<file path="config.mk">
export PLATFORM = sky130hd
export DESIGN_NAME = argmax_unit
export DESIGN_NICKNAME = d
export VERILOG_FILES = /design/src/rtl/argmax_unit.sv
export SDC_FILE = /design/constraint.sdc
export NUM_CORES = 1
export LEC_CHECK = 0
export ABC_CLOCK_PERIOD_IN_PS = 5000
export BUFFER_PORTS_ARGS = -buffer_cell sky130_fd_sc_hd__buf_2
export CAP_MARGIN = 25
export CORE_MARGIN = 2
export CORE_UTILIZATION = 57
export CTS_BUF_LIST = sky130_fd_sc_hd__clkbuf_2 sky130_fd_sc_hd__clkbuf_4 sky130_fd_sc_hd__clkbuf_8
export DETAILED_ROUTE_END_ITERATION = 7
export PLACE_DENSITY = 0.93
export SYNTH_ARGS = -nofsm -noshare
export SYNTH_HDL_FRONTEND = slang
export SYNTH_SLANG_ARGS = --single-unit
</file>
<file path="constraint.sdc">
create_clock -name clk -period 5 [get_ports clk]
set_input_delay 1 -clock clk [delete_from_list [all_inputs] [get_ports clk]]
set_output_delay 1 -clock clk [all_outputs]
set_load 0.1 [all_outputs]
</file>
<file path="src/rtl/argmax_unit.sv">
// argmax_unit: serial argmax over a packed logit RAM, one lane per cycle.
// Result registers update on entry to FINISH, alongside a one-cycle done pulse.
module argmax_unit #(
  parameter int NUM_CLASSES = 10,
  parameter int DATA_WIDTH  = 16,
  parameter int VEC         = 16,
  parameter int VEC_DEPTH   = (NUM_CLASSES + VEC - 1) / VEC,
  parameter int ADDR_WIDTH  = (VEC_DEPTH > 1) ? $clog2(VEC_DEPTH) : 1,
  parameter int IDX_WIDTH   = (NUM_CLASSES > 1) ? $clog2(NUM_CLASSES) : 1
) (
  input  logic                         clk,
  input  logic                         rst_n,
  input  logic                         start,
  output logic                         busy,
  output logic                         done,
  output logic [ADDR_WIDTH-1:0]        rdaddr,
  input  logic [VEC*DATA_WIDTH-1:0]    q,
  output logic [IDX_WIDTH-1:0]         class_idx,
  output logic signed [DATA_WIDTH-1:0] max_val
);

  localparam int LANE_W = $clog2(VEC);
  localparam int G_W    = ADDR_WIDTH + LANE_W;
  localparam logic [G_W-1:0]    LAST_G    = G_W'(NUM_CLASSES - 1);
  localparam logic [LANE_W-1:0] LAST_LANE = LANE_W'(VEC - 1);

  typedef enum logic [2:0] {
    IDLE,
    FETCH,
    LATCH,
    SCAN,
    FINISH
  } state_t;

  state_t                        state;
  logic [ADDR_WIDTH-1:0]         word_idx;
  logic [LANE_W-1:0]             lane_idx;
  logic [VEC*DATA_WIDTH-1:0]     word_q;
  logic signed [DATA_WIDTH-1:0]  best_val;
  logic [IDX_WIDTH-1:0]          best_idx;

  logic [G_W-1:0]                g;
  logic signed [DATA_WIDTH-1:0]  lane_val;
  logic                          take;
  logic                          last_lane;
  logic                          last_class;
  logic signed [DATA_WIDTH-1:0]  nxt_val;
  logic [IDX_WIDTH-1:0]          nxt_idx;

  // VEC is a power of two, so word*VEC + lane is a plain concatenation
  assign g          = {word_idx, lane_idx};
  assign lane_val   = word_q[int'(lane_idx)*DATA_WIDTH +: DATA_WIDTH];
  assign last_lane  = (lane_idx == LAST_LANE);
  assign last_class = (g == LAST_G);

  // strict greater-than keeps the lowest index on ties
  assign take    = (g == '0) || (lane_val > best_val);
  assign nxt_val = take ? lane_val : best_val;
  assign nxt_idx = take ? IDX_WIDTH'(g) : best_idx;

  assign rdaddr = word_idx;

  always_ff @(posedge clk or negedge rst_n) begin
    if (!rst_n) begin
      state     <= IDLE;
      busy      <= 1'b0;
      done      <= 1'b0;
      word_idx  <= '0;
      lane_idx  <= '0;
      word_q    <= '0;
      best_val  <= '0;
      best_idx  <= '0;
      class_idx <= '0;
      max_val   <= '0;
    end else begin
      done <= 1'b0;
      unique case (state)
        IDLE: begin
          if (start) begin
            word_idx <= '0;
            busy     <= 1'b1;
            state    <= FETCH;
          end
        end
        FETCH: begin
          state <= LATCH;
        end
        LATCH: begin
          word_q   <= q;
          lane_idx <= '0;
          state    <= SCAN;
        end
        SCAN: begin
          best_val <= nxt_val;
          best_idx <= nxt_idx;
          lane_idx <= lane_idx + 1'b1;
          if (last_class) begin
            class_idx <= nxt_idx;
            max_val   <= nxt_val;
            done      <= 1'b1;
            state     <= FINISH;
          end else if (last_lane) begin
            word_idx <= word_idx + 1'b1;
            state    <= FETCH;
          end
        end
        FINISH: begin
          busy  <= 1'b0;
          state <= IDLE;
        end
        default: begin
          busy  <= 1'b0;
          state <= IDLE;
        end
      endcase
    end
  end

endmodule

</file>
Word level (Yosys, flattened, before mapping)
Index checks and enable logic that the tools add are counted.
- bits in registers: 306
- input bits: 259
- word-level logic and storage cells: 49
- add/subtract/negate cells: 2
- $lt $le $gt $ge: 1
- equal/unequal tests: 9
- shifts and indexed selects: 1
- mux-type cells: 15
- bitwise operators: 1
- reduce and logical (&&, ||, !) cells: 10
- operators by type and width (kind ; number):
    $shiftx 256x9->16 ; 1
    $gt 16x16->1 ; 1
    $mux 16 ; 1
    $pmux 3 s4 ; 1
    $mux 3 ; 3
    $pmux 4 s2 ; 1
    $eq 3x2->1 const B ; 2
    $mux 1 ; 6
    $ne 2x2->1 const B ; 3
    $reduce_and 2->1 ; 3
    $eq 5x4->1 const B ; 1
    $logic_not 5->1 ; 1
    $add 4x1->4 const B ; 1
    $eq 4x4->1 const B ; 1
    $mux 4 ; 1
    $pmux 1 s2 ; 2
    $reduce_and 4->1 ; 1
    $reduce_bool 2->1 ; 2
    $eq 3x1->1 const B ; 1
    $logic_not 3->1 ; 1
    $ne 3x3->1 const B ; 1
    $reduce_or 3->1 ; 1
    $add 1x1->1 const B ; 1
    $logic_or 1x1->1 ; 1
    $not 1->1 ; 1

Longest topological paths before layout
Gate-level depths: netlist (run 1).
- depth after elaboration: 4
- depth in mapped cells: 14

Worst setup path after synthesis (run 1)
Ideal clock, no wire load.
- path type: reg-to-reg
- start point: register lane_idx[0]
- end point: register best_idx[0]
- library setup time: 125 ps
- arrival time: 3430 ps
- required time: 4875 ps
- slack: 1445 ps
- cell stages (with the launch flop): 14
- period minus slack after synthesis: 3555 ps
- cell sequence: dfrtp_1 buf_6 buf_2 mux4_2 a211oi_1 a21oi_1 ha_1 nand4_2 nor4_2 o21ai_1 a31o_2 a21oi_4 buf_6 mux2_4
- cells in the longest elaborated chain, start to end: 4
- ends and longest elaborated chain (element ; RTL line ; source):
    start, declared ; 37 ; logic [LANE_W-1:0] lane_idx;
    start signal, assigned ; 96 ; lane_idx <= lane_idx + 1'b1;
    $shiftx 256x9->16 ; 52 ; assign lane_val = word_q[int'(lane_idx)*DATA_WIDTH +: DATA_WIDTH];
    $gt 16x16->1 ; 57 ; assign take = (g == '0) || (lane_val > best_val);
    $logic_or 1x1->1 ; 57 ;
    $mux 4 (*) ; 59 ; assign nxt_idx = take ? IDX_WIDTH'(g) : best_idx;
    end signal, assigned ; 95 ; best_idx <= nxt_idx;
    end, declared ; 40 ; logic [IDX_WIDTH-1:0] best_idx;
Mark *: on every way between the ends. The rest lies on a longest branch, timed or not.
A chain may end at the register's enable or synchronous reset.

Final worst setup path (run 1)
- start point: register lane_idx[2]
- end point: register best_val[2]
- cells in the longest elaborated chain, start to end: 4
- ends and longest elaborated chain (element ; RTL line ; source):
    $shiftx 256x9->16 ; 52 ;
    $gt 16x16->1 ; 57 ;
    $logic_or 1x1->1 ; 57 ;
    $mux 16 (*) ; 58 ; assign nxt_val = take ? lane_val : best_val;
    end signal, assigned ; 94 ; best_val <= nxt_val;
    end, declared ; 39 ; logic signed [DATA_WIDTH-1:0] best_val;
Marks and branches as above.

==> results of run 1 <==
==> synth_stat cells, types with 2 or more instances <==
master / count
o21ai_0: 23
mux2_4: 19
or2_2: 2
a22o_1: 4
nor3_1: 6
nor2_1: 25
buf_4: 5
ha_1: 19
mux4_2: 64
o21bai_1: 2
buf_6: 7
mux2i_1: 16
a21oi_4: 2
a21oi_1: 43
nand3_1: 4
nand2_1: 12
mux2_2: 257
clkbuf_1: 21
a21o_1: 5
dfrtp_1: 306
and2_1: 16
inv_1: 20
a211oi_1: 15
buf_2: 33
a31oi_1: 18
==> path summary, 6_finish.rpt <==
| path | cells after the start | start | slack, ps | end |
|---|---|---|---|---|
| max in group asynchronous | 2 | rst_n | 3320 | word_q[85]$_DFFE_PN0P_ |
| min in group asynchronous | 1 | rst_n | 510 | word_q[228]$_DFFE_PN0P_ |
| worst min register to register | 2 | class_idx[3]$_DFFE_PN0P_ | 480 | class_idx[3]$_DFFE_PN0P_ |
| worst max register to register | 13 | lane_idx[2]$_DFFE_PN0P_ | 500 | best_val[2]$_DFFE_PN0P_ |
| worst max-delay path | 13 | lane_idx[2]$_DFFE_PN0P_ | 500 | best_val[2]$_DFFE_PN0P_ |
| worst min-delay path | 2 | class_idx[3]$_DFFE_PN0P_ | 480 | class_idx[3]$_DFFE_PN0P_ |
==> layout make-up <==
| type | count | area (um^2) | area share |
|---|---|---|---|
| diodes | 22 | 55.05 | 0.003217 |
| clock buffers | 87 | 1079 | 0.06303 |
| clock inverters | 6 | 41.29 | 0.002413 |
| inverters | 21 | 78.83 | 0.004607 |
| multi-input cells | 568 | 6147 | 0.3592 |
| flip-flops and latches | 306 | 7664 | 0.4479 |
| well taps | 324 | 405.4 | 0.02369 |
| repair buffers | 301 | 1642 | 0.09593 |
==> report_power, final <==
part | total (mW) | switching [mW] | internal (mW) | leakage, nW
clock network | 2.35 | 0.998 | 1.35 | 0.603
logic | 6.81 | 3.53 | 3.29 | 3.40
registers | 4.67 | 0.885 | 3.78 | 3.57
==> flip-flops by register name, indices dropped and copies added, names as in the netlist <==
signal,flops
word_q,256
best_val,16
max_val,16
best_idx,4
class_idx,4
lane_idx,4
state,3
busy,1
done,1
rdaddr,1
==> routing by layer <==
metal,wire length (um),up-vias,GRT usage
li1,-,4183,-
met1,14280,4893,0.3646
met2,17860,407,0.4426
met3,2440,123,0.06410
met4,1867,6,0.1621
met5,32,-,0
==> critical path: stages (launching register included) <==
cell,delay (ps)
dfrtp_2,810
buf_4,300
mux4_2,300
and2_1,190
a211oi_1,360
a21oi_1,150
ha_1,360
nand4_2,160
nor4_2,390
o21ai_1,160
a31o_2,390
a21oi_4,180
buf_4,270
mux2_4,330
==> logic make-up (layout without fill, tap and decap cells) <==
kind of cell / count (synthesis) / in the layout / synth area share
adders and majority gates: 19 / 19 / 0.01669
AOI/OAI and AO/OA: 117 / 117 / 0.05052
other: 0 / 22 / 0
xor gates and xnor gates: 2 / 2 / 0.001230
DFF: 306 / 306 / 0.5377
buffers and inverters: 88 / 415 / 0.03119
and+or+nand+nor: 74 / 74 / 0.02697
muxes: 356 / 356 / 0.3357
==> metrics.yaml, run 1 <==
timing:
  max_freq_ghz: 0.2220
  hold_ws_ps: 484.1
  finalMaxSlewViolations: 0
  tightest_slew_ps: 977.5
  grt_setup_unrepaired: "no"
  max_slew_margin: 0.3483
  layout_setup_ws_ps: 495.2
  tns_ps: 0
  setup_viol: 0
  timing.final.crit_share: 0.9010
  skew_ps: 23.17
  period_needed_ps: 4505
  finalHoldViolCount: 0
grt:
  antenna_found_initial: 23
  gr-usage-all-layers: 0.2816
  grt_pass1_vias: 10420
  grt_overflow: 0
  grt_max_degree: 127
  grt_pass1_wl_um: 56360
cts:
  cts.root.buffer_cell: "clkbuf_8"
  holdBufCountCts: 0
  clkTransAtPathRegs_ps: 60
  numCtsBuffers: 50
  cts_resized: 0
  clock-sinks: 306
  cts_tree: "built"
  post_cts_buffers: 0
  clk_latency_ps: 570
  h-tree-depth: 2
  cts_buffer_depth: 3
floorplanning:
  die_h_um: 162.1
  initial_utilization: 0.5839
  dieWidth_um: 162.1
  pin_count: 282
  dieArea_um2: 26270
  rows: 57
  core-area_um2: 24390
synth:
  synth.avg_cell_area_um2: 14.80
  synth_area_leaders: "dfrtp_1 (54%), mux2_2 (20%), mux4_2 (10%)"
  synth_top_area_cell: "dfrtp_1"
  synth_fp_nets: 1240
  ys_seq_area_frac: 0.5377
  async_flop_share: 1.000
  ys_warn_count: 0
  synth_edf_count: 0
  ys_ff_latch: 306
  synth_top_area_share: 0.5377
  ys_types: 43
  syn-instance-count: 962
  netlist_area_um2: 14240
  synth_ff_type: "dfrtp_1"
placement:
  dpl_worst_slack_ps: 541.3
  gp_congestion: 0.8709
  dp_hpwl_um: 25920
  dpl_cell_area_um2: 15920
  placed_cells_incl_taps: 1519
  portBuffers: 281
layout:
  post-route-util: 0.7015
  drive_gt1_frac: 0.5795
  syn_to_final_growth_pct: 20.15
  layout.nets: 1526
  nFillCells: 1599
  fin_cells: 1635
  final_cell_mix: "dfrtp_1 (303), buf_2 (280), mux2_2 (257), clkbuf_8 (68), mux4_2 (64)"
  final_common_cell: "dfrtp_1"
  design_area_um2: 17110
power:
  power_density_nw_per_um2: 808.4
  power.leakage_nw: 7.575
  finalPower_mw: 13.83
  ir_drop_uv: 610.9
critical_path:
  cp-end-kind: "flop"
  critPathArrivalTime_ps: 4940
  crit_type: "reg2reg"
  crit_fanout: 26
  critical_path_required_ps: 5430
  critPathLaunchType: "flop"
hold_path:
  min_path_type: "reg2reg"
run:
  maxCapViolations: 0
run_status:
  status: "complete, no violations"
detailed_routing:
  drc: 0
  wire_per_inst_um: 22.32
  drt_iter0_markers: 553
  viasPerCell: 5.879
  antenna_left: 0
  routed_wl_um: 36490
  num_vias: 9612
  drtPass1Iterations: 5
No activity file was read; power rests on OpenSTA's default activity.
==> run 2: changes to the inputs <==
ABC_CLOCK_PERIOD_IN_PS = 5590   (was 5000)
CORE_ASPECT_RATIO = 0.6   (was default)
CORE_UTILIZATION = 62   (was 57)
CTS_BUF_LIST = sky130_fd_sc_hd__clkbuf_4   (was sky130_fd_sc_hd__clkbuf_2 sky130_fd_sc_hd__clkbuf_4 sky130_fd_sc_hd__clkbuf_8)
PLACE_DENSITY = 0.95   (was 0.93)
clock period = 5.59 ns   (was 5 ns; I/O delays follow)
==> run 2 against run 1 <==
Non-clock buffer count is 7 lower. Largest power group unchanged. Sequential power is 7.7% lower. Register-to-register slack hardly changed. Final cell count hardly changed.
==> metrics.yaml, run 2 (synthesis results as in run 1) <==
run_status:
  status: "complete, no violations"
layout:
  layout.nets: 1541
  largest_reg_flops: 256
  top_register: "word_q"
  drive_gt1_frac: 0.5763
  final_cell_mix: "dfrtp_1 (303), buf_2 (280), mux2_2 (257), clkbuf_4 (106), mux4_2 (64)"
  final_common_cell: "dfrtp_1"
  syn_to_final_growth_pct: 18.11
  top_regs: "word_q: 256 flops, best_val: 16 flops, max_val: 16 flops"
  nFillCells: 1357
  multi_input_area_um2: 6147
  ff_latch_area_um2: 7664
power:
  power_density_nw_per_um2: 736.3
  ir_drop_uv: 423.3
  power.leakage_nw: 7.490
  finalPower_mw: 12.38
detailed_routing:
  drtPass1Iterations: 7
  viasPerCell: 6.045
  num_vias: 9877
  drt_iter0_markers: 1006
  drc: 0
  antenna_left: 0
  routed_wl_um: 39300
  wire_per_inst_um: 24.05
timing:
  setup_viol: 0
  finalHoldViolCount: 0
  period_needed_ps: 5094
  max_freq_ghz: 0.1963
  grt_setup_unrepaired: "no"
  tightest_slew_ps: 1035
  timing.final.crit_share: 0.9112
  skew_ps: 69.13
  max_slew_margin: 0.3101
  tns_ps: 0
  finalMaxSlewViolations: 0
placement:
  portBuffers: 281
  dp_hpwl_um: 28450
  gp_congestion: 0.9902
grt:
  grt_max_degree: 139
  grt_pass1_vias: 10270
  grt_overflow: 0
  grt_pass1_wl_um: 60220
  antenna_found_initial: 10
  gr-usage-all-layers: 0.3412
floorplanning:
  core-area_um2: 22280
  dieWidth_um: 199.7
  rows: 42
  pin_count: 282
  initial_utilization: 0.6392
  die_h_um: 121.4
  dieArea_um2: 24240
critical_path:
  critPathLaunchType: "flop"
  crit_fanout: 34
  timing.rr.start: "lane_idx[0]$_DFFE_PN0P_"
  crit_type: "reg2reg"
  r2r_end: "best_val[15]$_DFFE_PN0P_"
  critical_path_required_ps: 6160
  reg2reg_slack_ps: 500
  critPathArrivalTime_ps: 5660
  worstRegToRegCells: 12
  cp-end-kind: "flop"
run:
  maxCapViolations: 0
cts:
  clkTransAtPathRegs_ps: 70
  cts.root.buffer_cell: "clkbuf_4"
  numCtsBuffers: 72
  clk_latency_ps: 740
  clock-sinks: 306
  h-tree-depth: 3
  cts_tree: "built"
  cts_resized: 0
  holdBufCountCts: 0
  cts_buffer_depth: 3
  post_cts_buffers: 0
hold_path:
  holdPathStages: 2
  whs_endpoint: "class_idx[2]$_DFFE_PN0P_"
  min_path_type: "reg2reg"
  hp-start: "class_idx[2]$_DFFE_PN0P_"
## run 2: cell type report
| cell class | instances | area share |
|---|---|---|
| sequential | 306 | 0.4556 |
| multi-input combinational | 568 | 0.3655 |
| timing repair buffer | 294 | 0.09224 |
| clock buffer | 106 | 0.04731 |
| tap | 308 | 0.02291 |
| clock inverter | 22 | 0.01041 |
| inverter | 21 | 0.004686 |
| antenna | 9 | 0.001339 |
## run 2: worst max path at each step
| stage | cells past startpoint | endpoint | from | slack, ps |
|---|---|---|---|---|
| 5_1_grt | 12 | best_idx[3]$_DFFE_PN0P_ | lane_idx[0]$_DFFE_PN0P_ | 130 |
| 4_1_cts | 12 | best_val[15]$_DFFE_PN0P_ | lane_idx[0]$_DFFE_PN0P_ | 550 |
| 6_report | 12 | best_val[15]$_DFFE_PN0P_ | lane_idx[0]$_DFFE_PN0P_ | 500 |
| 2_1_floorplan | 13 | best_idx[0]$_DFFE_PN0P_ | lane_idx[0]$_DFFE_PN0P_ | 2030 |
| 3_5_place_dp | 12 | best_val[5]$_DFFE_PN0P_ | lane_idx[0]$_DFFE_PN0P_ | 580 |
| 3_3_place_gp | 12 | best_val[4]$_DFFE_PN0P_ | lane_idx[0]$_DFFE_PN0P_ | 720 |
## run 2: report_power, final
group	internal [mW]	switching, mW
clock network	1.01	0.924
registers	3.38	0.934
logic	2.87	3.27
total	7.26	5.12
## run 2: metal layers
layer | share of wire | vias to the layer above | global-route usage
met5 | 0.0022 | - | 0
met4 | 0.020 | 10 | 0.09861
met3 | 0.12 | 81 | 0.1342
met2 | 0.44 | 539 | 0.4805
met1 | 0.42 | 5022 | 0.4941
li1 | - | 4225 | -
## run 2: critical path: stages (launching register included)
cell	delay (ps)
dfrtp_4	860
buf_4	380
mux4_2	550
and2_1	170
a211oi_1	240
a21oi_1	140
ha_1	370
nand4_1	160
nor4_2	280
o21ai_1	170
a31o_2	390
a21oi_4	860
mux2_4	350
## run 2: per-stage QoR
step | hold WS [ps] | utilization | instance area, um^2 | instances | setup slack, ps
2_1_floorplan | 466.6 | - | 14240 | 962 | 2035
3_3_place_gp | 458.7 | 0.7103 | 15830 | 1497 | 715.2
3_5_place_dp | 479.1 | 0.7103 | 15830 | 1497 | 584.8
4_1_cts | 492.7 | 0.7539 | 16800 | 1625 | 548.3
5_1_grt | 514.1 | 0.7541 | 16800 | 1627 | 125.6
6_report | 484.6 | 0.7549 | 16820 | 1634 | 496.2
==> run 3: changes to the inputs <==
ABC_AREA = 1   (was default)
ABC_CLOCK_PERIOD_IN_PS = 4800   (was 5590)
CORE_MARGIN = 5   (was 2)
CORE_UTILIZATION = 58   (was 62)
PLACE_DENSITY = 0.94   (was 0.95)
clock period = 4.8 ns   (was 5.59 ns; I/O delays follow)
==> run 3 against run 2 <==
Global-route usage fell by 2.6 points. Final cell count rose by 53%. Critical path type unchanged. Sequential share of layout area fell by 0.59 points. Largest power group unchanged. First-iteration DRC count rose by 84%. Clock power rose by 18%.
==> metrics.yaml, run 3 <==
cts:
  h-tree-depth: 3
  clkTransAtPathRegs_ps: 70
  cts.root.buffer_cell: "clkbuf_4"
  numCtsBuffers: 72
  cts_buffer_depth: 3
  holdBufCountCts: 0
  cts_tree: "built"
  clock-sinks: 306
  clk_latency_ps: 730
grt:
  antenna_found_initial: 3
  gr-usage-all-layers: 0.3152
  grt_pass1_wl_um: 71540
  grt_max_degree: 292
  grt_pass1_vias: 13660
  grt_overflow: 0
synth:
  synth_top_area_share: 0.5246
  synth_area_leaders: "dfrtp_1 (52%), nand2_1 (18%), o21ai_0 (8.1%)"
  ys_warn_count: 0
  netlist_area_um2: 14600
  ys_types: 27
  syn-instance-count: 1872
  ys_seq_area_frac: 0.5246
  synth_fp_nets: 2150
  synth.avg_cell_area_um2: 7.798
  synth.most_common_cell: "nand2_1"
  synth_top_area_cell: "dfrtp_1"
  ys_ff_latch: 306
  async_flop_share: 1.000
  synth_edf_count: 0
  synthTopCellsByCount: "nand2_1 (697), dfrtp_1 (306), o21ai_0 (235)"
  synth_ff_type: "dfrtp_1"
timing:
  setup_viol: 0
  grt_setup_unrepaired: "no"
  finalMaxSlewViolations: 0
  timing.final.crit_share: 0.8758
  max_slew_margin: 0.2763
  max_freq_ghz: 0.2379
  skew_ps: 58.64
  tns_ps: 0
  period_needed_ps: 4204
  tightest_slew_ps: 1086
  finalHoldViolCount: 0
  layout_setup_ws_ps: 596.0
layout:
  final_cell_mix: "nand2_1 (696), dfrtp_1 (304), buf_2 (280), o21ai_0 (235), inv_1 (178)"
  drive_gt1_frac: 0.1942
  top_regs: "word_q: 256 flops, best_val: 16 flops, max_val: 16 flops"
  diodes: 0
  top_register: "word_q"
  largest_reg_flops: 256
  design_area_um2: 17040
  layout.nets: 2404
  syn_to_final_growth_pct: 16.71
  final_common_cell: "nand2_1"
critical_path:
  critPathArrivalTime_ps: 4770
  cp-end-kind: "flop"
  startpoint: "lane_idx[1]$_DFFE_PN0P_"
  crit_fanout: 34
  critPathLaunchType: "flop"
  crit_type: "reg2reg"
  worstRegToRegCells: 17
  critical_path_required_ps: 5370
  timing.rr.start: "lane_idx[1]$_DFFE_PN0P_"
placement:
  dp_hpwl_um: 31720
  dpl_cell_area_um2: 16060
  portBuffers: 281
  dpl_worst_slack_ps: 520.3
  gp_congestion: 0.9732
detailed_routing:
  viasPerCell: 5.629
  wire_per_inst_um: 18.22
  num_vias: 14110
  antenna_left: 0
  drtPass1Iterations: 6
  drc: 0
  routed_wl_um: 45680
  drt_iter0_markers: 1848
floorplanning:
  pin_count: 282
  initial_utilization: 0.5826
  dieArea_um2: 28550
  rows: 45
  dieWidth_um: 214.8
  die_h_um: 132.9
  core-area_um2: 25060
power:
  ir_drop_uv: 527.1
  finalPower_mw: 13.98
  power_density_nw_per_um2: 820.6
  power.leakage_nw: 9.101
run:
  maxCapViolations: 0
hold_path:
  min_path_type: "in2async"
run_status:
  status: "complete, no violations"
## run 3: changes by cell type after synthesis, sizes merged, moves of 4 or more
cell    previous run  this run
mux2             276         0
o21ai             24       262
a211oi            15         0
clkbuf            22        36
nand3              4        90
mux4              64         0
a22o               4         8
nand2             12       697
a21oi             45       138
mux2i             16         0
nor2              25        21
buf               45        83
inv               20       182
and2              16         0
## run 3: routing by layer
| layer | vias up | track usage | wire [um] |
|---|---|---|---|
| met3 | 120 | 0.1118 | 5596 |
| li1 | 6501 | - | - |
| met1 | 6644 | 0.4461 | 18980 |
| met2 | 841 | 0.4613 | 19900 |
| met5 | - | 0 | 43 |
| met4 | 6 | 0.09546 | 1164 |
## run 3: critical path, stage by stage (launching register included)
cell and delay [ps]:
dfrtp_2 430, inv_2 560, buf_4 320, a21oi_1 70, o21ai_0 130, nand3_1 220
a31oi_1 430, inv_1 90, ha_1 320, nand4_1 140, nor3_1 290, nand2_1 120
nand3_1 80, nand3_1 110, nand2_2 410, nand2_1 170, nand3_1 110, nand2_1 50
## run 3: cells by family after synthesis
group / synth area share
compound gates: 0.1515
xor+xnor: 0.0006001
fa+ha+maj: 0.01629
buf+inv: 0.08734
flops: 0.5246
simple gates: 0.2198
## run 3: worst paths after layout
check | endpoint | slack [ps]
max | best_val[3]$_DFFE_PN0P_ | 600
min | word_q[154]$_DFFE_PN0P_ | 280
max reg2reg | best_val[3]$_DFFE_PN0P_ | 600
min reg2reg | word_q[199]$_DFFE_PN0P_ | 470
max in group asynchronous | word_q[109]$_DFFE_PN0P_ | 3420
min in group clk | word_q[121]$_DFFE_PN0P_ | 430
## run 3: where the power goes
| part | leakage, nW | switching, mW | internal [mW] | total (mW) |
|---|---|---|---|---|
| combinational | 4.78 | 5.19 | 2.01 | 7.19 |
| clock | 0.570 | 1.06 | 1.22 | 2.28 |
| sequential | 3.75 | 0.640 | 3.86 | 4.50 |
| total | 9.10 | 6.89 | 7.09 | 14.0 |
## run 3: what timing repair did
item	4_1_cts	5_1_grt
buffers inserted	0	0
setup endpoints to repair	0	3
gates resized for setup	0	1
## run 3: final cells by class
class / count / area, um^2
timing repair buffer: 299 / 1627
inverter: 183 / 691.9
fill: 1998 / 8018
clock buffer: 105 / 788.3
clock inverter: 21 / 188.9
multi-input combinational: 1264 / 5668
tap: 329 / 411.6
sequential: 306 / 7662
## run 3: stage by stage
| stage | hold WS [ps] | utilization | std cells |
|---|---|---|---|
| floorplan | 436.6 | - | 1872 |
| global placement | 447.9 | 0.6409 | 2381 |
| detailed placement | 453.2 | 0.6409 | 2381 |
| CTS | 298.8 | 0.6799 | 2507 |
| global route | 324.0 | 0.6800 | 2507 |
| finish | 282.1 | 0.6800 | 2507 |
